<file path="config.mk">
export PLATFORM = sky130hd
export DESIGN_NAME = mod_accum_4049
export DESIGN_NICKNAME = d
export VERILOG_FILES = /design/src/rtl/mod_accum_4049_pkg.sv /design/src/rtl/mod_accum_4049_mod_add.sv /design/src/rtl/mod_accum_4049.sv
export SDC_FILE = /design/constraint.sdc
export NUM_CORES = 1
export LEC_CHECK = 0
export ABC_CLOCK_PERIOD_IN_PS = 4400
export CAP_MARGIN = 20
export CORE_MARGIN = 3
export CORE_UTILIZATION = 35
export DETAILED_ROUTE_END_ITERATION = 12
export HOLD_SLACK_MARGIN = 0.06
export PLACE_DENSITY = 0.62
export SLEW_MARGIN = 40
export SYNTH_ARGS = -nofsm -noshare
export SYNTH_HDL_FRONTEND = slang
export SYNTH_SLANG_ARGS = --single-unit
</file>
<file path="constraint.sdc">
create_clock -name clk -period 4.4 [get_ports clk]
set_clock_uncertainty 0.05 [all_clocks]
set_input_delay 0.88 -clock clk [delete_from_list [all_inputs] [get_ports clk]]
set_output_delay 0.88 -clock clk [all_outputs]
set_load 0.03 [all_outputs]
</file>
<file path="src/rtl/mod_accum_4049_pkg.sv">
// gf4049_pkg: shared constants, FSM state type and the single-subtract
// modular add helper for the mod-4049 datapath.
//   Q       : modulus (4049), must be below 2**W
//   W       : residue width (12)
//   state_t : accumulator FSM states {ACC, OUT}
//   mod_add : (a + b) mod Q, exact only when a + b < 2*Q
package gf4049_pkg;

    localparam int unsigned Q = 4049;
    localparam int unsigned W = 12;

    typedef enum logic {
        ACC = 1'b0,
        OUT = 1'b1
    } state_t;

    // The sum is formed at W+1 bits so the carry is kept for the compare.
    function automatic logic [W-1:0] mod_add(input logic [W-1:0] a,
                                             input logic [W-1:0] b);
        logic [W:0] s;
        s = {1'b0, a} + {1'b0, b};
        return (s >= (W+1)'(Q)) ? W'(s - (W+1)'(Q)) : W'(s);
    endfunction

endpackage

</file>
<file path="src/rtl/mod_accum_4049_mod_add.sv">
// mod_add_4049: combinational W-bit modular adder, o_sum = (i_a + i_b) mod Q.
//   i_a   : first addend, expected < Q
//   i_b   : second addend, expected < Q
//   o_sum : reduced sum
module mod_add_4049
    import gf4049_pkg::*;
(
    input  logic [W-1:0] i_a,
    input  logic [W-1:0] i_b,
    output logic [W-1:0] o_sum
);

    assign o_sum = mod_add(i_a, i_b);

endmodule

</file>
<file path="src/rtl/mod_accum_4049.sv">
// mod_accum_4049: streaming modular accumulator for residues mod 4049.
// Sums a last-framed stream of residues mod Q and reports the sum and the
// element count on a valid/ready output; one bubble per frame while the
// result is held.
//   clk, rst   : clock, synchronous active-high reset
//   din_*      : residue stream in (din_ready decoded from state only)
//   dout_*     : frame result out (sum mod Q, element count)
//   dout_err   : out-of-range element seen in frame (RANGE_CHECK_EN only)
// Build option: `define RANGE_CHECK_EN to pre-reduce inputs >= Q and flag them.
module mod_accum_4049
    import gf4049_pkg::*;
#(
    parameter int unsigned CNT_W = 16
) (
    input  logic             clk,
    input  logic             rst,
    input  logic [W-1:0]     din_r,
    input  logic             din_valid,
    input  logic             din_last,
    output logic             din_ready,
    output logic [W-1:0]     dout_sum,
    output logic [CNT_W-1:0] dout_count,
    output logic             dout_valid,
    input  logic             dout_ready
`ifdef RANGE_CHECK_EN
    ,
    output logic             dout_err
`endif
);

    state_t           r_state;
    logic [W-1:0]     r_acc;
    logic [CNT_W-1:0] r_cnt;
    logic [W-1:0]     r_sum;
    logic [CNT_W-1:0] r_count;
    logic             r_valid;

    logic [W-1:0]     w_din;
    logic [W-1:0]     w_acc_n;
    logic [CNT_W-1:0] w_cnt_n;
    logic             w_accept;

`ifdef RANGE_CHECK_EN
    logic             r_err;
    logic             r_dout_err;
    logic             w_oor;

    // Adding zero through the modular adder is exactly the single
    // conditional subtract needed to fold din_r into [0, Q).
    assign w_oor = (din_r >= W'(Q));
    assign w_din = mod_add(din_r, '0);
    assign dout_err = r_dout_err;
`else
    assign w_din = din_r;
`endif

    mod_add_4049 u_add (
        .i_a   (r_acc),
        .i_b   (w_din),
        .o_sum (w_acc_n)
    );

    assign w_cnt_n  = r_cnt + CNT_W'(1);
    assign din_ready  = (r_state == ACC);
    assign w_accept   = din_valid & din_ready;
    assign dout_sum   = r_sum;
    assign dout_count = r_count;
    assign dout_valid = r_valid;

    always_ff @(posedge clk) begin
        if (rst) begin
            r_state <= ACC;
            r_acc   <= '0;
            r_cnt   <= '0;
            r_sum   <= '0;
            r_count <= '0;
            r_valid <= 1'b0;
`ifdef RANGE_CHECK_EN
            r_err      <= 1'b0;
            r_dout_err <= 1'b0;
`endif
        end else begin
            case (r_state)
                ACC: begin
                    if (w_accept) begin
                        if (din_last) begin
                            r_sum   <= w_acc_n;
                            r_count <= w_cnt_n;
                            r_valid <= 1'b1;
                            r_acc   <= '0;
                            r_cnt   <= '0;
                            r_state <= OUT;
`ifdef RANGE_CHECK_EN
                            r_dout_err <= r_err | w_oor;
                            r_err      <= 1'b0;
`endif
                        end else begin
                            r_acc <= w_acc_n;
                            r_cnt <= w_cnt_n;
`ifdef RANGE_CHECK_EN
                            r_err <= r_err | w_oor;
`endif
                        end
                    end
                end
                OUT: begin
                    if (r_valid && dout_ready) begin
                        r_valid <= 1'b0;
                        r_state <= ACC;
                    end
                end
                default: r_state <= ACC;
            endcase
        end
    end

endmodule
</file>
==> flow_summary_export.csv <==
group,metric,value,unit
worst_setup_path,reg2reg_depth,10,
power_and_ir_drop,leakagePower,1.67,nW
clock_tree,path_clk_slew,70,ps
clock_tree,cts_setup_buffers,0,
floorplan,die_y,105,um
floorplan,num_io_pins,47,
cells_and_area,area_growth,24.5,%
worst_setup_path,critPathMaxStageDelay,410,ps
flow_run,drv_cap,0,
placed_design,dpl.hpwl,5.96,mm
clock_tree,cts-root-buf,"clkbuf_8",
logic_synthesis,syn_nets,452,
logic_synthesis,syn_area,3420,um^2
sta,period_share,90.2,%
worst_setup_path,cp.buffers_inverters,1,
worst_setup_path,required,4600,ps
logic_synthesis,synth.distinct_cells,60,
grt,grt_pass1_vias,2983,
sta,slew_viol_final,0,
logic_synthesis,async_flop_share,0,%
power_and_ir_drop,power_density,352,nW/um^2
grt,antenna_found_initial,0,
cells_and_area,fillers,948,
grt,track_usage,15.4,%
worst_setup_path,setup.worst_path.start,"din_r[0]",
worst_setup_path,startpoint_type,"input pin",
hold_path,hp-class,"register to register",
clock_tree,cts_max_level,3,
sta,relSlewSlack,61.1,%
worst_setup_path,endpoint_kind,"register",
sta,tns,0,ps
logic_synthesis,synth_area_leaders,"dfxtp_1 34%, nor2_1 5.6%, ha_1 5.5%",
worst_setup_path,cpLargestDelayFamily,"compound AO/OA/AOI/OAI gates",
detailed_routing,drtIter0Drc,141,
floorplan,coreArea,9370,um^2
detailed_routing,vias_per_cell,5.22,
sta,finalCriticalPeriod,3970,ps
detailed_routing,wirelength,8.24,mm
worst_setup_path,cp_num_cells,11,
grt,grt_pass1_wl,14.1,mm
placed_design,gp_congestion,0.867,
placed_design,io_buffers,46,
worst_setup_path,cp_slowest_cell,"clkdlybuf4s50_1",
logic_synthesis,synth_edf_count,0,
hold_path,worst_hold_path.num_cells,2,
status,outcome,"completed",
logic_synthesis,synth.top_cell.area_share,33.9,%
grt,grt_max_degree,34,
logic_synthesis,ys_seq_area_share,33.9,%
clock_tree,cts_sinks,58,
clock_tree,ctsHoldBuffers,0,
clock_tree,cts_tree,"yes",
detailed_routing,vias,3132,
sta,hold_violations,0,
floorplan,core.rowCount,35,
worst_setup_path,cp_max_fo,8,
worst_setup_path,crit_chain,"clkdlybuf4s50_1, ha_1, fa_1, a211oi_1, o211ai_1, a211oi_2, o211a_1, nand3_2, o31a_1, or3_1, a311oi_1",
worst_setup_path,rr_startpoint,"r_acc[0]",
cells_and_area,drive_gt1_share,9.13,%
logic_synthesis,yosys.area.top_type,"dfxtp_1",
sta,clock.fmax,0.252,GHz
clock_tree,cts.repair.resized,0,
detailed_routing,drc_errors,0,
worst_setup_path,worst_ep_arrival_time,4160,ps
detailed_routing,antenna_left,0,
hold_path,hold_start,"dout_count[1]",
sta,max_slew.worst_pin.slew,584,ps
floorplan,start_util,36.5,%
floorplan,die_area,11000,um^2
logic_synthesis,ys_ff_latch,58,
logic_synthesis,yosysWarnings,0,
sta,finalSetupViolations,0,
cells_and_area,fin_util,45.5,%
cells_and_area,final_nets,499,
logic_synthesis,synth_cells,419,
sta,grt_setup_unrepaired,"no",
floorplan,die_w,105,um
clock_tree,worstSkewPairLatency,340,ps
worst_setup_path,path_class,"input pin to register",
detailed_routing,drt_pass1_iterations,4,
detailed_routing,routedWlPerCell,13.7,um
logic_synthesis,ys_dominant_reg_cell,"dfxtp_1",
clock_tree,cts_buffers,9,
logic_synthesis,synth.avg_cell_area,8.17,um^2
clock_tree,cts_buffer_depth,2,
grt,overflow,0,
cells_and_area,antenna_cells,0,
power_and_ir_drop,peakVddDrop,0.140,mV
[synthesized netlist by cell type (9+ instances only)]
library cell,instances
or3_1,10
clkbuf_1,18
and3_1,11
a21o_1,9
xnor2_1,12
a21oi_1,21
o21ai_0,33
a22oi_1,10
dfxtp_1,58
nand2_1,37
ha_1,15
nand3_1,10
and2_1,9
nor2_1,51
a211oi_1,17
[state kept, by name, indices dropped and copies added (netlist names)]
signal / cells
dout_count: 16
dout_sum: 12
dout_valid: 1
r_acc: 12
r_cnt: 16
r_state: 1
[placed cells by master, fill, tap and decap left out, drive strengths merged, types with 11 or more instances in the layout]
master,n
a211oi,18
a21oi,23
and3,11
buf,15
clkbuf,11
clkdlybuf4s50,46
dfxtp,58
ha,15
nand2,37
nand3,11
nor2,51
o21ai,34
xnor2,13
[cells by family (layout without fill, tap and decap cells)]
kind of cell / after synthesis / after routing / synth area share (%)
compound gates: 135 / 135 / 27.3
xor+xnor: 21 / 21 / 5.59
fa+ha+maj: 16 / 16 / 6.07
buf+inv: 30 / 82 / 3.55
flops: 58 / 58 / 33.9
mux: 6 / 6 / 1.76
simple gates: 153 / 153 / 21.8
[worst paths after layout]
kind,endpoint,slack [ps]
max,dout_sum[5],430
min,dout_count[1],410
max reg2reg,dout_sum[5],1100
min reg2reg,dout_count[1],410
[worst min-delay path, cell delays in order (launching register included)]
cell and delay, ps:
dfxtp_1 310, nand2_1 50, a21oi_1 50
[where the power goes]
group	switching [W]	internal, W
logic	0.000253	0.000168
clock network	0.000216	0.000289
registers	0.0000201	0.000556
total	0.000488	0.00101
[layout make-up]
class / count / area (um^2) / share of cell area, %
clock buffer: 11 / 151 / 3.55
multi-input combinational: 331 / 2140 / 50.3
timing repair buffer: 61 / 573 / 13.5
sequential: 58 / 1160 / 27.3
inverter: 5 / 18.8 / 0.441
tap: 129 / 161 / 3.79
clock inverter: 5 / 52.6 / 1.23
[stage by stage]
step                      cells  hold slack [ps]  area, um^2  worst slack [ps]  total power, W
after detailed placement    584              400        4060               137         0.00100
final                       600              406        4260               433         0.00150
after CTS                   600              409        4260               457         0.00151
after global routing        600              453        4260               108         0.00158
after global placement      584              398        4050               179         0.00100
after floorplan             419              379        3420               712        0.000873
[layer usage]
layer  GRT usage, %  vias to the layer above  part of all wire (%)
met5              0                        -                     0
met4           6.28                        0                   1.5
met3           2.29                       11                   4.0
met2           23.8                       64                    44
met1           21.5                     1422                    50
li1               -                     1635                     -
(Power assumes the default switching activity.)
